==> src/rtl/alu_arb_pkg.sv <==
// Shared types and constants for the two-requester ALU arbiter.
package alu_arb_pkg;

  localparam int ALU_OP_W = 4;

  typedef enum logic [1:0] {IDLE, EXEC, CAPT, RESP} state_e;

  typedef enum logic {SRCA_MARY, SRCA_SP} srca_e;
  typedef enum logic [1:0] {SRCB_SHELLEY, SRCB_ZEXT, SRCB_SEXT, SRCB_SEXT_LS} srcb_e;

  localparam logic [ALU_OP_W-1:0] OP_AND = 4'b0000;
  localparam logic [ALU_OP_W-1:0] OP_OR  = 4'b0001;
  localparam logic [ALU_OP_W-1:0] OP_ADD = 4'b0010;
  localparam logic [ALU_OP_W-1:0] OP_SUB = 4'b0011;
  localparam logic [ALU_OP_W-1:0] OP_SLT = 4'b0100;
  localparam logic [ALU_OP_W-1:0] OP_SGT = 4'b0101;
  localparam logic [ALU_OP_W-1:0] OP_SEQ = 4'b0110;
  localparam logic [ALU_OP_W-1:0] OP_SHL = 4'b1000;
  localparam logic [ALU_OP_W-1:0] OP_SHR = 4'b1001;

  function automatic logic is_legal_op(input logic [ALU_OP_W-1:0] op);
    case (op)
      OP_AND, OP_OR, OP_ADD, OP_SUB, OP_SLT, OP_SGT, OP_SEQ, OP_SHL, OP_SHR: return 1'b1;
      default: return 1'b0;
    endcase
  endfunction

endpackage

==> src/rtl/rr_arb2.sv <==
// Two-input round-robin arbiter: a lone valid wins, a tie goes to the
// requester that did not win last. mask removes requesters from the contest.
module rr_arb2 (
  input  logic [1:0] valid,
  input  logic       last_grant,
  input  logic [1:0] mask,
  output logic [1:0] grant
);

  logic [1:0] v;

  always_comb begin
    v     = valid & mask;
    grant = 2'b00;
    case (v)
      2'b01:   grant = 2'b01;
      2'b10:   grant = 2'b10;
      2'b11:   grant = last_grant ? 2'b01 : 2'b10;
      default: grant = 2'b00;
    endcase
  end

endmodule

==> src/rtl/alu_arbiter.sv <==
// Shares one registered ALU between the control FSM (req 0) and the stack unit
// (req 1). Define ALU_ARB_LOCK_EN to add req_lock and bounded locked grants.
module alu_arbiter
  import alu_arb_pkg::*;
#(
  parameter int DATA_W = 16,
  parameter int OP_W   = ALU_OP_W
`ifdef ALU_ARB_LOCK_EN
  ,
  parameter int LOCK_MAX = 4
`endif
) (
  input  logic              clock,
  input  logic              reset_n,
  input  logic [1:0]        req_valid,
  output logic [1:0]        req_ready,
  input  logic              req0_src_a,
  input  logic              req1_src_a,
  input  logic [1:0]        req0_src_b,
  input  logic [1:0]        req1_src_b,
  input  logic [OP_W-1:0]   req0_op,
  input  logic [OP_W-1:0]   req1_op,
`ifdef ALU_ARB_LOCK_EN
  input  logic [1:0]        req_lock,
`endif
  output logic              SrcA,
  output logic [1:0]        SrcB,
  output logic [OP_W-1:0]   AluOp,
  input  logic [DATA_W-1:0] alu_out,
  output logic [1:0]        rsp_valid,
  input  logic [1:0]        rsp_ready,
  output logic [DATA_W-1:0] rsp_data,
  output logic              rsp_illegal,
  output logic              busy
);

  state_e              state_q, state_d;
  logic                last_grant_q, last_grant_d;
  logic                grant_idx_q, grant_idx_d;
  logic                sel_a_q, sel_a_d;
  logic [1:0]          sel_b_q, sel_b_d;
  logic [OP_W-1:0]     sel_op_q, sel_op_d;
  logic [1:0]          rsp_valid_q, rsp_valid_d;
  logic [DATA_W-1:0]   rsp_data_q, rsp_data_d;
  logic                rsp_illegal_q, rsp_illegal_d;

  logic [1:0] grant, lock_mask;
  logic       accept, win_idx;

  assign req_ready = (state_q == IDLE) ? grant : 2'b00;
  assign accept    = |(req_ready & req_valid);
  assign win_idx   = req_ready[1];

`ifdef ALU_ARB_LOCK_EN
  localparam int LCW = $clog2(LOCK_MAX + 1);

  logic           lock_on_q, lock_on_d;
  logic           lock_own_q, lock_own_d;
  logic [LCW-1:0] lock_cnt_q, lock_cnt_d;
  logic           lock_hold;

  // The lock only bites while its holder is actually asking for the ALU.
  assign lock_hold = lock_on_q && req_valid[lock_own_q];
  assign lock_mask = lock_hold ? (lock_own_q ? 2'b10 : 2'b01) : 2'b11;

  always_comb begin
    lock_on_d  = lock_on_q;
    lock_own_d = lock_own_q;
    lock_cnt_d = lock_cnt_q;
    if (state_q == IDLE) begin
      if (lock_on_q && !req_valid[lock_own_q]) begin
        lock_on_d  = 1'b0;
        lock_cnt_d = '0;
      end
      if (accept) begin
        if (!req_lock[win_idx]) begin
          lock_on_d  = 1'b0;
          lock_cnt_d = '0;
        end else begin
          lock_own_d = win_idx;
          lock_cnt_d = lock_hold ? lock_cnt_q + 1'b1 : LCW'(1);
          lock_on_d  = (lock_cnt_d != LCW'(LOCK_MAX));
          if (!lock_on_d) lock_cnt_d = '0;
        end
      end
    end
  end

  always_ff @(posedge clock or negedge reset_n) begin
    if (!reset_n) begin
      lock_on_q  <= 1'b0;
      lock_own_q <= 1'b0;
      lock_cnt_q <= '0;
    end else begin
      lock_on_q  <= lock_on_d;
      lock_own_q <= lock_own_d;
      lock_cnt_q <= lock_cnt_d;
    end
  end
`else
  assign lock_mask = 2'b11;
`endif

  rr_arb2 u_arb (
    .valid      (req_valid),
    .last_grant (last_grant_q),
    .mask       (lock_mask),
    .grant      (grant)
  );

  always_comb begin
    state_d       = state_q;
    last_grant_d  = last_grant_q;
    grant_idx_d   = grant_idx_q;
    sel_a_d       = sel_a_q;
    sel_b_d       = sel_b_q;
    sel_op_d      = sel_op_q;
    rsp_valid_d   = rsp_valid_q;
    rsp_data_d    = rsp_data_q;
    rsp_illegal_d = rsp_illegal_q;
    case (state_q)
      IDLE: if (accept) begin
        state_d      = EXEC;
        grant_idx_d  = win_idx;
        last_grant_d = win_idx;
        sel_a_d      = win_idx ? req1_src_a : req0_src_a;
        sel_b_d      = win_idx ? req1_src_b : req0_src_b;
        sel_op_d     = win_idx ? req1_op    : req0_op;
      end
      EXEC: state_d = CAPT;
      CAPT: begin
        // alu_out now reflects the selects driven during EXEC.
        state_d       = RESP;
        rsp_illegal_d = !is_legal_op(sel_op_q);
        rsp_data_d    = rsp_illegal_d ? '0 : alu_out;
        rsp_valid_d   = grant_idx_q ? 2'b10 : 2'b01;
        sel_a_d       = SRCA_MARY;
        sel_b_d       = SRCB_SHELLEY;
        sel_op_d      = '0;
      end
      RESP: if (rsp_ready[grant_idx_q]) begin
        state_d     = IDLE;
        rsp_valid_d = 2'b00;
      end
      default: state_d = IDLE;
    endcase
  end

  always_ff @(posedge clock or negedge reset_n) begin
    if (!reset_n) begin
      state_q       <= IDLE;
      last_grant_q  <= 1'b1;
      grant_idx_q   <= 1'b0;
      sel_a_q       <= 1'b0;
      sel_b_q       <= 2'b00;
      sel_op_q      <= '0;
      rsp_valid_q   <= 2'b00;
      rsp_data_q    <= '0;
      rsp_illegal_q <= 1'b0;
    end else begin
      state_q       <= state_d;
      last_grant_q  <= last_grant_d;
      grant_idx_q   <= grant_idx_d;
      sel_a_q       <= sel_a_d;
      sel_b_q       <= sel_b_d;
      sel_op_q      <= sel_op_d;
      rsp_valid_q   <= rsp_valid_d;
      rsp_data_q    <= rsp_data_d;
      rsp_illegal_q <= rsp_illegal_d;
    end
  end

  assign SrcA        = sel_a_q;
  assign SrcB        = sel_b_q;
  assign AluOp       = sel_op_q;
  assign rsp_valid   = rsp_valid_q;
  assign rsp_data    = rsp_data_q;
  assign rsp_illegal = rsp_illegal_q;
  assign busy        = (state_q != IDLE);

endmodule
==> config.mk <==
export PLATFORM = sky130hd
export DESIGN_NAME = alu_arbiter
export DESIGN_NICKNAME = d
export VERILOG_FILES = /design/src/rtl/alu_arb_pkg.sv /design/src/rtl/rr_arb2.sv /design/src/rtl/alu_arbiter.sv
export SDC_FILE = /design/constraint.sdc
export NUM_CORES = 1
export LEC_CHECK = 0
export BUFFER_PORTS_ARGS = -buffer_cell sky130_fd_sc_hd__buf_2
export CAP_MARGIN = 15
export CORE_ASPECT_RATIO = 1.25
export CORE_MARGIN = 5
export CORE_UTILIZATION = 41
export DETAILED_ROUTE_END_ITERATION = 6
export PLACE_DENSITY = 0.79
export SLEW_MARGIN = 20
export SYNTH_ARGS = -nofsm -noshare
export SYNTH_HDL_FRONTEND = slang
export SYNTH_SLANG_ARGS = --single-unit
export TNS_END_PERCENT = 50
==> constraint.sdc <==
create_clock -name clock -period 1.5 [get_ports clock]
set_clock_uncertainty 0.05 [all_clocks]
set_input_delay 0.3 -clock clock [delete_from_list [all_inputs] [get_ports clock]]
set_output_delay 0.3 -clock clock [all_outputs]
set_load 0.01 [all_outputs]
==> flow_summary.toml, run 1 <==
[route]
wl_um = 3830
vias = 1267
drt-wirelength-per-cell_um = 14.5
routed_via_density = 4.78
ant_nets = 0
drc_errors = 0
dr.pass1.iters = 4
drt_iter0_drc = 23

[synthesis]
ys_types = 23
netlist_area_um2 = 1380
synth_nets = 177
yosysSeqAreaShare_pct = 54.5
ys_ff_latch = 30
avgSynthCellArea_um2 = 10.1
synth_warnings = 0
syn_inst = 137

[floorplan]
io_pins = 65
die_w_um = 61.9
die_h_um = 74.9
dieArea_um2 = 4630
coreArea_um2 = 3220
placementRows = 23
start_util_pct = 42.8

[setup_path]
critPathRequiredTime_ns = 1.15
critPathMaxFanout = 3
worst_setup_path_end_kind = "output port"
r2r_slack_ns = -0.16
worst_path_max_delay_cell = "dfrtp_1"
critPathMostFrequentCell = "buf_6"
path_class = "reg2out"
arrival_ns = 1.35
cp_slowest_stage_delay_ns = 0.40
worstSetupStartpointType = "flip-flop"
crit_chain = "inv_2 > ha_4 > buf_6 > nand2_4 > a21oi_4 > buf_6"

[cts]
cts.sinks = 30
cts_htree_levels = 2
root_buffer = "clkbuf_8"
clock_path_buffers = 2
cts_tree = "done"
clock_latency_ns = 0.28
clk_pin_slew_ns = 0.07
numCtsBuffers = 5

[grt]
grt_first_pass_wirelength_um = 5930
grt_pass1_vias = 1296
overflow = 0
antenna_found_initial = 0
grt_max_degree = 18
track_usage_pct = 18.1

[sta]
period_minus_slack_ns = 1.70
hold_violations = 0
setup_viol = 31
rsz0062_at_grt = "true"
worst_pin_slew_ns = 0.532
final_max_slew_viol_count = 0
min_period_over_period_pct = 113
fmax_ghz = 0.589
slew_headroom_pct = 64.5
finalWorstSetupSlack_ns = -0.199

[layout]
mostFrequentLayoutCell = "buf_2"
final_cells = 265
n_fill_cell = 258
multi_input_area_um2 = 611
mostFrequentLayoutCells = "62 x buf_2, 29 x dfrtp_1, 22 x buf_4, 20 x nand2_1"
seqCellArea_um2 = 752
antenna_cells = 0
syn_to_final_growth_pct = 55.3
drive_gt1_share_pct = 51.3
fin_nets = 267

[pwr]
ir_drop_mv = 1.61
leakage_nw = 1.18
power_per_cell_area_nw_per_um2 = 2190

[place]
dp_hpwl_um = 2740
gp_congestion = 0.855
dp_cells = 249
place_ws_ns = -0.0895
portBuffers = 64

[run_status]
failed_checks = "negative setup slack"
outcome = "finished with violations"

[worst_hold_path]
min-delay-path-class = "in2reg"

[run]
maxCapViolations = 0
==> Yosys cell counts <==
| cell | instances | area share (%) |
|---|---|---|
| dfrtp_1 | 29 | 53 |
| inv_1 | 21 | 5.7 |
| nand2_1 | 21 | 5.7 |
| o21ai_0 | 19 | 6.9 |
| mux2i_1 | 11 | 8.0 |
| o2bb2ai_1 | 7 | 4.4 |
| nor2_1 | 5 | 1.4 |
| ha_1 | 4 | 3.6 |
| a21oi_1 | 3 | 1.1 |
| buf_2 | 3 | 1.1 |
| buf_6 | 2 | 1.6 |
| a21oi_2 | 1 | 0.63 |
| a31oi_1 | 1 | 0.45 |
| and2_4 | 1 | 0.63 |
| and3_1 | 1 | 0.45 |
| clkbuf_1 | 1 | 0.27 |
| dfstp_2 | 1 | 1.9 |
| inv_4 | 1 | 0.45 |
| mux2_2 | 1 | 0.82 |
| nand3_1 | 1 | 0.36 |
| nand3_2 | 1 | 0.73 |
| o21ai_1 | 1 | 0.36 |
| or3_4 | 1 | 0.82 |
==> flip-flops by register name, summed over array words and instances (netlist names) <==
register      flops
grant_idx_q       1
rsp_valid         2
SrcB              2
rsp_illegal       1
SrcA              1
AluOp             4
state_q           2
rsp_data         16
last_grant_q      1
==> layer usage <==
metal / track usage (%) / vias to the layer above / share of wire (%)
met5: 0 / - / 0
met3: 5.49 / 6 / 6.2
met1: 20.0 / 597 / 38
met2: 31.7 / 41 / 55
met4: 7.55 / 0 / 1.3
li1: - / 623 / -
==> where the power goes <==
group | total [mW] | internal [mW] | leakage [nW] | switching [mW]
logic | 2.45 | 1.19 | 0.744 | 1.26
clock network | 0.762 | 0.463 | 0.0575 | 0.299
registers | 1.49 | 1.22 | 0.374 | 0.265
total | 4.70 | 2.87 | 1.18 | 1.83
==> critical path: cells and delay by family, from the launching register on <==
family	cells	cell delay [ns]
compound gates	1	0.13
fa+ha+maj	1	0.15
buf+inv	3	0.33
flops	1	0.40
simple gates	1	0.05
==> per-stage QoR <==
step	util, %	power (mW)	TNS (ns)	cell area, um2	hold WS, ns
after floorplan	-	2.58	0	1380	-0.0456
after global placement	57.3	3.42	0	1850	0.169
after detailed placement	57.3	3.50	-0.595	1850	0.176
after CTS	64.0	4.52	-1.68	2060	0.161
after global routing	66.5	5.06	-4.96	2140	0.177
final	66.5	4.70	-2.43	2140	0.169
==> kinds of logic after synthesis <==
family | Yosys count | share of synthesized area, %
AO/OA/AOI/OAI | 32 | 13.9
AND/OR/NAND/NOR | 31 | 10.1
flip-flops | 30 | 54.5
buffers and inverters | 28 | 9.16
adder cells (fa/ha/maj) | 4 | 3.63
multiplexers | 12 | 8.79
==> layout make-up <==
| cell class | count | share of cell area (%) |
|---|---|---|
| flip-flops and latches | 30 | 35.1 |
| multi-input cells | 79 | 28.5 |
| repair buffers | 89 | 25.2 |
| clock buffers | 8 | 5.14 |
| inverters | 22 | 3.97 |
| well taps | 37 | 2.16 |
==> path summary, 6_finish.rpt <==
kind                                          start                  endpoint  cells past startpoint
min in group asynchronous                   reset_n  rsp_data[14]$_DFFE_PN0P_                      2
setup reg to reg             state_q[0]$_DFFE_PN0P_          SrcA$_DFFE_PN0P_                      7
setup / recovery             state_q[0]$_DFFE_PN0P_              req_ready[0]                      6
max in group asynchronous                   reset_n   rsp_data[8]$_DFFE_PN0P_                      3
hold / removal                           alu_out[1]   rsp_data[1]$_DFFE_PN0P_                      3
hold reg to reg            rsp_valid[1]$_DFFE_PN0P_  rsp_valid[1]$_DFFE_PN0P_                      2
==> repair_timing <==
| item | 4_1_cts | 5_1_grt |
|---|---|---|
| hold buffers | 1 | 0 |
| hold endpoints to repair | 12 | 0 |
| cloned | 0 | 0 |
| pin swaps | 5 | 7 |
| endpoints found under the setup margin | 11 | 32 |
| buffers inserted | 6 | 1 |
| gates resized for setup | 11 | 11 |
Power figures use the tool's default switching activity.
==> run 2: changes to the inputs <==
--- a/config.mk
+++ b/config.mk
@@ -11,6 +11,7 @@
 export CORE_MARGIN = 5
 export CORE_UTILIZATION = 41
 export DETAILED_ROUTE_END_ITERATION = 6
+export GPL_ROUTABILITY_DRIVEN = 0
 export PLACE_DENSITY = 0.79
 export SLEW_MARGIN = 20
 export SYNTH_ARGS = -nofsm -noshare
==> constraint.sdc (replaced) <==
create_clock -name clock -period 1.5 [get_ports clock]
set_clock_uncertainty 0.05 [all_clocks]
set_input_delay 0.3 -clock clock [delete_from_list [all_inputs] [get_ports clock]]
set_output_delay 0.3 -clock clock [all_outputs]
set_load 0.02 [all_outputs]
==> run 2 against run 1 <==
Against the previous run: the run still ends with negative setup slack left; sequential cell count unchanged; global-route usage decreased by 2.1 points; utilization down 2.6 points; register-to-register slack better by 0.04 ns.
==> flow_summary.toml, run 2 (same netlist as run 1, synthesis figures left out) <==
[floorplan]
dieArea_um2 = 4630
placementRows = 23
die_h_um = 74.9
io_pins = 65
start_util_pct = 42.8
die_w_um = 61.9
coreArea_um2 = 3220

[setup_path]
worst_setup_path_end_kind = "output port"
critical_path_buf_inv_count = 2
worst_path_max_delay_cell = "dfrtp_1"
crit_chain = "inv_2 > ha_4 > nand2_2 > a21oi_2 > buf_4"
critPathRequiredTime_ns = 1.15
cp_slowest_stage_delay_ns = 0.42
crit_family = "flip-flops"
critPathMaxFanout = 5
arrival_ns = 1.27
path_class = "reg2out"
worstSetupStartpointType = "flip-flop"

[layout]
fin_area_um2 = 2060
multi_input_area_um2 = 604
n_fill_cell = 279
antenna_cells = 0
fin_nets = 259
seqCellArea_um2 = 752
largest_reg_flops = 16
mostFrequentLayoutCells = "61 x buf_2, 29 x dfrtp_1, 20 x nand2_1, 19 x o21ai_0, 18 x inv_1"
drive_gt1_share_pct = 50.5
syn_to_final_growth_pct = 49.1
mostFrequentLayoutCell = "buf_2"

[place]
place_ws_ns = -0.0822
place_area_um2 = 1800
dp_hpwl_um = 2610
portBuffers = 64

[run]
maxCapViolations = 0

[sta]
setup_tns_ns = -0.665
period_minus_slack_ns = 1.62
timing.hold.ws_ns = 0.00837
setup_viol = 12
fmax_ghz = 0.617
min_period_over_period_pct = 108
finalWorstSetupSlack_ns = -0.121
slew_headroom_pct = 55.0
rsz0062_at_grt = "true"
final_max_slew_viol_count = 0
hold_violations = 0
worst_pin_slew_ns = 0.675

[pwr]
ir_drop_mv = 1.50
total_power_mw = 4.82
power_per_cell_area_nw_per_um2 = 2340
leakage_nw = 1.12

[route]
drt-wirelength-per-cell_um = 14.5
drc_errors = 0
vias = 1219
routed_via_density = 4.74
ant_nets = 0
drt_iter0_drc = 75
wl_um = 3730
dr.pass1.iters = 4

[grt]
grt_first_pass_wirelength_um = 5370
grt_max_degree = 31
grt_pass1_vias = 1217
track_usage_pct = 16.1
antenna_found_initial = 0
overflow = 0

[cts]
clock_latency_ns = 0.27
numCtsBuffers = 5
cts_htree_levels = 2
cts-hold-fix-buffers = 0
root_buffer = "clkbuf_8"
cts_tree = "done"
cts.sinks = 30
clk_pin_slew_ns = 0.06
clock_path_buffers = 2

[run_status]
outcome = "finished with violations"
failed_checks = "negative setup slack"

[worst_hold_path]
min-delay-path-class = "in2async"
## run 2: changes by cell type in the layout (fill, tap and decap cells not counted), moves of 2 or more
cell / delta
buf_4: -6
clkbuf_8: -2
ha_1: -2
ha_4: +2
## run 2: area by class of cell
class                           count  area share, %
Inverter                           22           4.13
Sequential cell                    30           36.5
Clock buffer                        7           4.19
Timing Repair Buffer               81           23.3
Clock inverter                      1          0.243
Tap cell                           37           2.25
Multi-Input combinational cell     79           29.4
## run 2: what timing repair did
item                                    CTS  global route
resized for setup                        12            13
buffers inserted                          4             3
endpoints found under the setup margin   12            25
pin swaps                                 3             9
## run 2: path summary, 6_finish.rpt
kind	startpoint	endpoint	slack (ns)	depth (start not counted)
max in group asynchronous	reset_n	rsp_data[1]$_DFFE_PN0P_	0.96	1
min in group clock	alu_out[0]	rsp_data[0]$_DFFE_PN0P_	0.17	3
max reg2reg	state_q[1]$_DFFE_PN0P_	state_q[1]$_DFFE_PN0P_	-0.12	6
min reg2reg	rsp_illegal$_DFFE_PN0P_	rsp_illegal$_DFFE_PN0P_	0.45	2
max	state_q[1]$_DFFE_PN0P_	req_ready[0]	-0.12	5
min	reset_n	rsp_data[2]$_DFFE_PN0P_	0.008	1
## run 2: per-layer routing
metal	share of wire, %	wire length (um)	GRT usage, %
met5	0	0	0
met4	1.9	70	7.31
met3	7.8	291	5.49
met2	52	1940	26.8
met1	38	1420	18.2
## run 2: stage by stage
stage / std cells / utilization (%)
after floorplan: 137 / -
after global placement: 242 / 55.7
after detailed placement: 242 / 55.7
after CTS: 254 / 60.7
after global routing: 257 / 63.9
final: 257 / 63.9
## run 2: power by group
group	internal, mW	total (mW)	switching (mW)
combinational	1.17	2.66	1.49
sequential	1.22	1.50	0.274
clock	0.369	0.657	0.288
total	2.77	4.82	2.05
==> run 3: changes to the inputs <==
--- a/config.mk
+++ b/config.mk
@@ -7,13 +7,15 @@
 export LEC_CHECK = 0
 export BUFFER_PORTS_ARGS = -buffer_cell sky130_fd_sc_hd__buf_2
 export CAP_MARGIN = 15
+export CELL_PAD_IN_SITES_DETAIL_PLACEMENT = 0
+export CELL_PAD_IN_SITES_GLOBAL_PLACEMENT = 1
 export CORE_ASPECT_RATIO = 1.25
 export CORE_MARGIN = 5
-export CORE_UTILIZATION = 41
+export CORE_UTILIZATION = 30
 export DETAILED_ROUTE_END_ITERATION = 6
 export GPL_ROUTABILITY_DRIVEN = 0
 export PLACE_DENSITY = 0.79
-export SLEW_MARGIN = 20
+export SETUP_SLACK_MARGIN = 0.3
 export SYNTH_ARGS = -nofsm -noshare
 export SYNTH_HDL_FRONTEND = slang
 export SYNTH_SLANG_ARGS = --single-unit
==> run 3 against run 2 <==
Against the previous run: the run still ends with negative setup slack left; hold slack better by 0.16 ns; combinational power increased by 36%; worst setup slack got worse by 0.037 ns; critical path type is now reg2reg; critical path depth rose by 2; cell count is 14% higher; utilization fell by 7.8 points; global-route usage decreased by 2.9 points; first-iteration DRC count fell by 28%; power increased by 24%; largest cell class unchanged; clock power rose by 21%; sequential power up 4%.
==> flow_summary.toml, run 3 (same netlist as run 1, synthesis figures left out) <==
[grt]
grt_max_degree = 31
grt.met1_usage_pct = 16.0
grt_use_met2_pct = 20.8
overflow = 0
grt_first_pass_wirelength_um = 6330
top_usage_layer = "met2"
met3_usage_pct = 4.92
track_usage_pct = 13.1
antenna_found_initial = 0
grt_pass1_vias = 1368

[cts]
clock_path_buffers = 2
cts.sinks = 30
numCtsBuffers = 5
clock_latency_ns = 0.28
clk_pin_slew_ns = 0.07
root_buffer = "clkbuf_8"
cts_tree = "done"
cts_htree_levels = 2

[setup_path]
worst_path_max_delay_cell = "dfrtp_1"
path_class = "reg2reg"
worst_setup_path_end_kind = "flip-flop"
critPathRequiredTime_ns = 1.62
crit_family = "buffers and inverters"
worstSetupStartpointType = "flip-flop"
arrival_ns = 1.78
critical_path_buf_inv_count = 4
critPathMaxFanout = 4
critPathMostFrequentCell = "buf_4"
cp_slowest_stage_delay_ns = 0.37
crit_chain = "inv_2 > ha_4 > buf_4 > buf_6 > buf_4 > a21oi_4 > mux2_4"

[floorplan]
start_util_pct = 31.2
die_w_um = 70.7
io_pins = 65
die_h_um = 85.8
dieArea_um2 = 6070
coreArea_um2 = 4430
placementRows = 27

[run_status]
failed_checks = "negative setup slack"
outcome = "finished with violations"

[route]
drt-wirelength-per-cell_um = 14.1
wl_um = 4150
routed_via_density = 4.55
drt_iter0_drc = 54
drc_errors = 0
ant_nets = 0
vias = 1339
dr.pass1.iters = 4

[layout]
antenna_cells = 0
multi_input_area_um2 = 714
final_cells = 294
mostFrequentLayoutCells = "44 x buf_2, 29 x dfrtp_1, 27 x buf_6, 20 x buf_4, 18 x inv_1"
fin_nets = 275
syn_to_final_growth_pct = 79.9
seqCellArea_um2 = 752
largest_reg_flops = 16
drive_gt1_share_pct = 61.9
mostFrequentLayoutCell = "buf_2"
n_fill_cell = 398

[sta]
rsz0062_at_grt = "true"
period_minus_slack_ns = 1.66
final_max_slew_viol_count = 0
slew_headroom_pct = 74.2
finalWorstSetupSlack_ns = -0.157
worst_pin_slew_ns = 0.386
setup_viol = 14
hold_violations = 0
timing.hold.ws_ns = 0.168
min_period_over_period_pct = 110
fmax_ghz = 0.603

[place]
dp_cells = 269
portBuffers = 64
dp_hpwl_um = 2590

[run]
maxCapViolations = 0

[worst_hold_path]
min-delay-path-class = "in2reg"

[pwr]
power_per_cell_area_nw_per_um2 = 2400
leakage_nw = 1.27
ir_drop_mv = 1.16
==> run 3: cell count changes in the layout (fill, tap and decap cells not counted), moves of 3 or more <==
cell,change
buf_4,+4
o21ai_0,-14
nand2_2,+8
o21ai_1,+7
nand2_1,-9
o21ai_2,+7
buf_6,+24
buf_2,-17
and3_4,+3
==> run 3: area by class of cell <==
class,count,area share (%)
Inverter,22,3.43
Tap cell,58,2.92
Clock buffer,5,2.77
Timing Repair Buffer,95,30.2
Clock inverter,3,1.61
Multi-Input combinational cell,81,28.8
Sequential cell,30,30.3
==> run 3: worst reg2reg max path, stage by stage, from the launching register on <==
cell and delay [ns]:
dfrtp_1 0.37, inv_2 0.07, ha_4 0.19, buf_4 0.14, buf_6 0.11, buf_4 0.13, a21oi_4 0.17, mux2_4 0.31
==> run 3: metrics by stage <==
stage | worst slack, ns | instance area, um2 | util, % | total power [mW] | TNS (ns)
finish | -0.157 | 2480 | 56.1 | 5.97 | -1.31
global route | -0.204 | 2480 | 56.1 | 6.34 | -2.72
CTS | -0.117 | 2150 | 48.6 | 5.04 | -0.338
detailed placement | -0.0905 | 1860 | 42.1 | 3.75 | -1.63
global placement | -0.0737 | 1860 | 42.1 | 3.70 | -0.465
floorplan | -0.0141 | 1390 | - | 2.88 | -0.0990
==> run 3: per-layer routing <==
layer | vias up | share of wire (%)
met1 | 633 | 40
met2 | 53 | 50
met5 | - | 0
met4 | 0 | 1.7
li1 | 648 | -
met3 | 5 | 8.6
==> run 3: worst paths after layout <==
kind	start	end	slack [ns]	depth (start not counted)
max in group asynchronous	reset_n	last_grant_q$_DFFE_PN1P_	0.57	3
worst min-delay path	alu_out[13]	rsp_data[13]$_DFFE_PN0P_	0.17	3
worst min register to register	rsp_data[12]$_DFFE_PN0P_	rsp_data[12]$_DFFE_PN0P_	0.46	2
worst max register to register	state_q[0]$_DFFE_PN0P_	state_q[1]$_DFFE_PN0P_	-0.16	7
worst max-delay path	state_q[0]$_DFFE_PN0P_	state_q[1]$_DFFE_PN0P_	-0.16	7
min in group asynchronous	reset_n	rsp_data[5]$_DFFE_PN0P_	0.51	3
==> run 3: report_power, final <==
part	internal, mW	leakage, nW	switching (mW)
sequential	1.22	0.374	0.340
combinational	1.89	0.840	1.73
clock	0.488	0.0579	0.304
==> run 3: repair_timing <==
item | in CTS | in global routing
pin swaps | 4 | 20
cloned | 1 | 2
endpoints found under the hold margin | 29 | 0
gates resized for setup | 38 | 70
hold buffers | 1 | 0
buffers inserted | 5 | 8
endpoints found under the setup margin | 39 | 50
